`src/rtl/zbt_point_arbiter.sv`:
```
// Round-robin arbiter sharing one ZBT SRAM port between a point-capture writer
// and a renderer reader, with lagged write data and tagged read-return pipeline.
module zbt_point_arbiter #(
  parameter int unsigned READ_LATENCY = 2,
  parameter int unsigned AW           = 19
) (
  input  logic          clk,
  input  logic          reset_n,
  input  logic          wr_req,
  input  logic [AW-1:0] wr_addr,
  input  logic [35:0]   wr_data,
  output logic          wr_ack,
  input  logic          rd_req,
  input  logic [AW-1:0] rd_addr,
  output logic          rd_ack,
  output logic          rd_valid,
  output logic [35:0]   rd_data,
  output logic [AW-1:0] zbt0_addr,
  output logic          zbt0_we,
  output logic [35:0]   zbt0_write_data,
  input  logic [35:0]   zbt0_read_data
);

  localparam logic [0:0]  GRANT_WR = 1'b0;
  localparam logic [0:0]  GRANT_RD = 1'b1;
  localparam int unsigned NS       = READ_LATENCY + 1;

  logic [0:0]    last_grant_d, last_grant_q;
  logic [AW-1:0] addr_d, addr_q;
  logic          we_d, we_q;
  logic [NS-1:0] wv_d, wv_q;
  logic [35:0]   wd_d [NS];
  logic [35:0]   wd_q [NS];
  logic [NS-1:0] tag_d, tag_q;
  logic          rdv_d, rdv_q;
  logic [35:0]   rdd_d, rdd_q;

  always_comb begin
    wr_ack = reset_n & wr_req & (~rd_req | (last_grant_q == GRANT_RD));
    rd_ack = reset_n & rd_req & ~wr_ack;

    last_grant_d = last_grant_q;
    if (wr_ack)      last_grant_d = GRANT_WR;
    else if (rd_ack) last_grant_d = GRANT_RD;

    we_d   = wr_ack;
    addr_d = addr_q;
    if (wr_ack)      addr_d = wr_addr;
    else if (rd_ack) addr_d = rd_addr;

    // Stages only capture when a valid write shifts in, so the last stage
    // doubles as the held zbt0_write_data output.
    wv_d     = '0;
    tag_d    = '0;
    wv_d[0]  = wr_ack;
    tag_d[0] = rd_ack;
    wd_d[0]  = wr_ack ? wr_data : wd_q[0];
    for (int unsigned i = 1; i < NS; i++) begin
      wv_d[i]  = wv_q[i-1];
      tag_d[i] = tag_q[i-1];
      wd_d[i]  = wv_q[i-1] ? wd_q[i-1] : wd_q[i];
    end

    rdv_d = tag_q[NS-1];
    rdd_d = tag_q[NS-1] ? zbt0_read_data : rdd_q;
  end

  always_ff @(posedge clk or negedge reset_n) begin
    if (!reset_n) begin
      last_grant_q <= GRANT_RD;
      addr_q       <= '0;
      we_q         <= 1'b0;
      wv_q         <= '0;
      tag_q        <= '0;
      rdv_q        <= 1'b0;
      rdd_q        <= '0;
      for (int unsigned i = 0; i < NS; i++) wd_q[i] <= '0;
    end else begin
      last_grant_q <= last_grant_d;
      addr_q       <= addr_d;
      we_q         <= we_d;
      wv_q         <= wv_d;
      tag_q        <= tag_d;
      rdv_q        <= rdv_d;
      rdd_q        <= rdd_d;
      for (int unsigned i = 0; i < NS; i++) wd_q[i] <= wd_d[i];
    end
  end

  assign zbt0_addr       = addr_q;
  assign zbt0_we         = we_q;
  assign zbt0_write_data = wd_q[NS-1];
  assign rd_valid        = rdv_q;
  assign rd_data         = rdd_q;

endmodule

```
`config.mk`:
```
export PLATFORM = sky130hd
export DESIGN_NAME = zbt_point_arbiter
export DESIGN_NICKNAME = d
export VERILOG_FILES = /design/src/rtl/zbt_point_arbiter.sv
export SDC_FILE = /design/constraint.sdc
export NUM_CORES = 1
export LEC_CHECK = 0
export CELL_PAD_IN_SITES_DETAIL_PLACEMENT = 1
export CELL_PAD_IN_SITES_GLOBAL_PLACEMENT = 1
export CORE_MARGIN = 4
export CORE_UTILIZATION = 35
export CTS_BUF_LIST = sky130_fd_sc_hd__clkbuf_2 sky130_fd_sc_hd__clkbuf_4 sky130_fd_sc_hd__clkbuf_8
export CTS_CLUSTER_DIAMETER = 30
export DETAILED_ROUTE_END_ITERATION = 8
export PLACE_DENSITY = 0.89
export SLEW_MARGIN = 20
export SYNTH_ARGS = -nofsm -noshare
export SYNTH_HDL_FRONTEND = slang
export SYNTH_SLANG_ARGS = --single-unit
```
`constraint.sdc`:
```
create_clock -name clk -period 1.51 [get_ports clk]
set_clock_uncertainty 0.2 [all_clocks]
set_input_delay 0.302 -clock clk [delete_from_list [all_inputs] [get_ports clk]]
set_output_delay 0.302 -clock clk [all_outputs]
set_load 0.01 [all_outputs]
```
# Yosys cells after proc, flatten, opt, wreduce, memory -nomap -nowiden
# Index checks and enable logic that the tools add are counted.
[totals]
ff_bits = 171
input_bits = 114
[classes]
mux = 4
n_bitwise = 7
n_reduce_logical = 1
[op_table]
columns = ["operator", "count"]
rows = [
  ["19-bit two-way mux", 2],
  ["1-bit AND", 4],
  ["1-bit two-way mux", 2],
  ["1-bit inverter", 2],
  ["2-bit nonzero test", 1],
  ["1-bit OR", 1],
]

# Depth between registers and ports, before layout
[depth]
ltp_word = 7
mapped_depth = 5

# Worst setup path before layout
# No wires, ideal clock.
[synth_timing]
kind = "register to register"
startpoint = "reg last_grant_q"
endpoint = "reg wd_q[100] (netlist name)"
setup_time_ns = 0.127
arrival_ns = 1.326
slack_ns = -0.144
stages_incl_launch_ff = 6
path_buffers = 2
synth_period_minus_slack_ns = 1.654
path_cell_list = "dfstp_2 -> inv_1 -> a21oi_2 -> buf_6 -> buf_6 -> mux2_1"
[synth_between]
elab_chain_cells = 2
[synth_rtl]
columns = ["item", "line_no", "source"]
rows = [
  ["from (decl)", "28", "logic [0:0] last_grant_d, last_grant_q;"],
  ["from (signal assigned)", "79", "last_grant_q <= last_grant_d;"],
  ["1-bit OR", "39", "wr_ack = reset_n & wr_req & (~rd_req | (last_grant_q == GRANT_RD));"],
  ["1-bit AND", "39", ""],
  ["to (decl)", "33", "logic [35:0] wd_q [NS];"],
]
# No other way between the ends.
# A chain may end at the register's enable or synchronous reset.

# Final worst setup path
[layout_timing]
startpoint = "reg last_grant_q"
endpoint = "reg wd_q[86] (netlist name)"
# The elaborated chain is that of the path after synthesis.

==> impl_metrics.tcl <==
set metrics [dict create \
    arrival_worst_endpoint_ns 2.01 \
    synth_top_area_cell "sky130_fd_sc_hd__dfrtp_1" \
    final-setup-viol-count 60 \
    clock.fmax_ghz 0.5313 \
    finalCritPeriodShare 1.246 \
    drt_pre_antenna_iters 4 \
    reg2reg_to "wd_q[86]$_DFFE_PN0P_" \
    design.final.nets 771 \
    synth-warning-count 0 \
    io_pins 209 \
    final_antenna_net_count 0 \
    dieArea_mm2 0.02122 \
    drive_above_1_share 0.5090 \
    clock_tree.root_cell "sky130_fd_sc_hd__clkbuf_8" \
    p_leak_nw 4.317 \
    synth.lib_cells_used.distinct 16 \
    critical_path_class "flop to flop" \
    layout.filler_cells 1798 \
    clk_transition_reported_paths_ns 0.10 \
    cts_tree "done" \
    start_kind "flop" \
    synthDominantCellAreaShare 0.6374 \
    worst_ir_drop_vdd_uv 589.1 \
    synth_fp_nets 531 \
    grt_antenna_before_repair 0 \
    clk_path_buf_depth 2 \
    placement_rows 50 \
    pwr_total_mw 15.07 \
    h-tree-depth 4 \
    grt_pass1_wl_um 27500 \
    run_status "finished, violations left" \
    worst_hold_path_type "primary input to asynchronous set/reset pin" \
    layout_min_cycle_time_ns 1.882 \
    place_hpwl_um 11920 \
    final-hold-violation-count 52 \
    path_max_fanout 6 \
    timing_worst_slew_pin_value_ns 0.9005 \
    drv_slew 0 \
    max_transition_margin 0.3997 \
    drt_iter0_drc 126 \
    die-width_um 145.7 \
    timing.final.ws_setup_ns -0.3721 \
    area_grow_syn2layout_pct 45.65 \
    tritoncts_num_sinks 170 \
    wl_um 18290 \
    antenna_diode_count 0 \
    first_global_vias 4842 \
    rr_startpoint "last_grant_q$_DFFE_PN1P_" \
    io_buffers 208 \
    rr_worst_depth 6 \
    critPathCaptureType "flop" \
    ys_seq_elements 170 \
    die_height_um 145.7 \
    dp.cells 820 \
    globalRoute.totalOverflow 0 \
    synth.cell_area_mm2 0.006635 \
    numCtsBuffers 17 \
    stdcell_count 904 \
    worst-endpoint-required_ns 1.64 \
    clock_latency_on_the_worst_skew_pair_ns 0.45 \
    routedWlPerCell_um 20.23 \
    max_cap_violation_count 0 \
    ff2ff_setup_slack_ns -0.37 \
    drc 0 \
    core-area_mm2 0.01871 \
    vias_after_detailed_routing 4261 \
    postSynthAreaPerCell_um2 15.91 \
    number_of_instances_in_the_synthesized_netlist 417 \
    routed_via_density 4.713 \
    grt_setup_unrepaired "true" \
    yosys-top-cells-area "sky130_fd_sc_hd__dfrtp_1 (64%), sky130_fd_sc_hd__mux2_2 (21%), sky130_fd_sc_hd__buf_4 (4.2%)" \
    fin_worst_hold_slack_ns -0.04184 \
    synth_seq_area_share 0.6413 \
    initial_core_util 0.3547 \
    failing_checks "hold timing, setup timing" \
    routabilityCongestion 0.7608 \
    gr-usage-all-layers 0.1649 \
    power.density_mw_per_mm2 1560 \
    grt_max_degree 171 \
]
[synthesized netlist by cell type]
cell	n
sky130_fd_sc_hd__nand2_1	3
sky130_fd_sc_hd__mux2_2	124
sky130_fd_sc_hd__a221o_1	19
sky130_fd_sc_hd__a21oi_1	1
sky130_fd_sc_hd__inv_1	1
sky130_fd_sc_hd__mux2_1	20
sky130_fd_sc_hd__dfstp_2	1
sky130_fd_sc_hd__buf_6	5
sky130_fd_sc_hd__o21ai_2	1
sky130_fd_sc_hd__clkbuf_1	2
sky130_fd_sc_hd__and2_1	19
sky130_fd_sc_hd__buf_2	13
sky130_fd_sc_hd__dfrtp_1	169
sky130_fd_sc_hd__o21ai_0	1
sky130_fd_sc_hd__a21oi_2	1
sky130_fd_sc_hd__buf_4	37
[metrics by stage]
stage / TNS (ns) / area [µm²] / setup slack, ns / util
floorplan: -2.789 / 6688 / -0.1278 / -
global placement: -30.80 / 8874 / -0.6641 / 0.4744
detailed placement: -33.04 / 8874 / -0.6801 / 0.4744
CTS: -16.80 / 9368 / -0.3998 / 0.5008
global route: -22.39 / 9664 / -0.4332 / 0.5167
finish: -16.78 / 9664 / -0.3721 / 0.5167
[cells in the final DEF, fill, tap and decap left out]
cell,netlist,final
sky130_fd_sc_hd__mux2_1,20,7
sky130_fd_sc_hd__dfrtp_2,0,2
sky130_fd_sc_hd__buf_8,0,2
sky130_fd_sc_hd__inv_6,0,3
sky130_fd_sc_hd__nand2_1,3,2
sky130_fd_sc_hd__buf_6,5,38
sky130_fd_sc_hd__dlymetal6s2s_1,0,1
sky130_fd_sc_hd__dfrtp_1,169,167
sky130_fd_sc_hd__clkinvlp_4,0,1
sky130_fd_sc_hd__clkbuf_4,0,1
sky130_fd_sc_hd__a21oi_4,0,2
sky130_fd_sc_hd__buf_16,0,4
sky130_fd_sc_hd__nand2_2,0,1
sky130_fd_sc_hd__bufinv_16,0,4
sky130_fd_sc_hd__clkbuf_8,0,18
sky130_fd_sc_hd__buf_4,37,47
sky130_fd_sc_hd__o21ai_2,1,1
sky130_fd_sc_hd__a221o_1,19,19
sky130_fd_sc_hd__clkdlybuf4s50_1,0,111
sky130_fd_sc_hd__clkinv_4,0,2
sky130_fd_sc_hd__o21ai_1,0,1
sky130_fd_sc_hd__mux2_4,0,13
sky130_fd_sc_hd__dfstp_2,1,1
sky130_fd_sc_hd__and2_1,19,19
sky130_fd_sc_hd__dlygate4sd3_1,0,2
sky130_fd_sc_hd__clkbuf_16,0,3
sky130_fd_sc_hd__inv_2,0,1
sky130_fd_sc_hd__mux2_2,124,124
sky130_fd_sc_hd__buf_2,13,62
sky130_fd_sc_hd__buf_12,0,8
sky130_fd_sc_hd__inv_8,0,3
[layer usage]
layer | track usage | wire length [µm] | vias to the layer above
li1 | - | - | 1923
met1 | 0.1917 | 7311 | 2139
met2 | 0.2908 | 9581 | 178
met3 | 0.05325 | 1155 | 21
met4 | 0.04986 | 240 | 0
met5 | 0 | 0 | -
[area by class of cell]
type                    instances  area, µm²  share of cell area
inverters                       1      3.754           0.0003884
clock buffers                  19      255.2             0.02641
clock inverters                13      205.2             0.02123
well taps                     234      292.8             0.03030
flip-flops and latches        170       4258              0.4406
multi-input cells             189       2039              0.2110
repair buffers                278       2610              0.2701
[kinds of logic (layout without fill, tap and decap cells)]
logic type	after synthesis	count (layout)	synth area share
flip-flops	170	170	0.6413
multiplexers	144	144	0.2444
buffers and inverters	58	311	0.06185
AO/OA/AOI/OAI	23	23	0.03281
AND/OR/NAND/NOR	22	22	0.01961
[registers in the layout, summed over array words and instances (netlist names)]
register	flops
rd_data	36
zbt0_write_data	36
rd_valid	1
wd_q	72
tag_q	3
zbt0_addr	19
wv_q	2
last_grant_q	1
[repair_timing]
item / in CTS / in global routing
buffers inserted: 27 / 18
cloned: 4 / 3
pin swaps: 2 / 3
endpoints found under the setup margin: 150 / 155
hold buffers: 2 / 0
gates resized for setup: 422 / 23
hold endpoints to repair: 18 / 0
[worst max-delay path, stage by stage, from the launching register on]
cell                      delay, ns
sky130_fd_sc_hd__dfstp_2       0.58
sky130_fd_sc_hd__inv_2         0.05
sky130_fd_sc_hd__a21oi_4       0.16
sky130_fd_sc_hd__buf_4         0.16
sky130_fd_sc_hd__buf_12        0.14
sky130_fd_sc_hd__buf_12        0.13
sky130_fd_sc_hd__mux2_2        0.34
[power by group]
| part | switching (mW) | leakage [nW] | total (mW) | internal, mW |
|---|---|---|---|---|
| Sequential | 0.849 | 2.02 | 6.79 | 5.94 |
| Combinational | 1.71 | 2.06 | 4.61 | 2.90 |
| Clock | 1.75 | 0.231 | 3.67 | 1.92 |
| Total | 4.31 | 4.32 | 15.1 | 10.8 |
[worst max path at each step]
| stage | from | to | slack (ns) | cells past startpoint |
|---|---|---|---|---|
| 3_5_place_dp | wr_req | wr_ack | -0.68 | 4 |
| 4_1_cts | last_grant_q$_DFFE_PN1P_ | wr_ack | -0.40 | 3 |
| 6_report | last_grant_q$_DFFE_PN1P_ | wd_q[86]$_DFFE_PN0P_ | -0.37 | 6 |
| 5_1_grt | last_grant_q$_DFFE_PN1P_ | wr_ack | -0.43 | 3 |
| 2_1_floorplan | last_grant_q$_DFFE_PN1P_ | wd_q[100]$_DFFE_PN0P_ | -0.13 | 5 |
| 3_3_place_gp | wr_req | wr_ack | -0.66 | 4 |
Power figures use the tool's default switching activity.
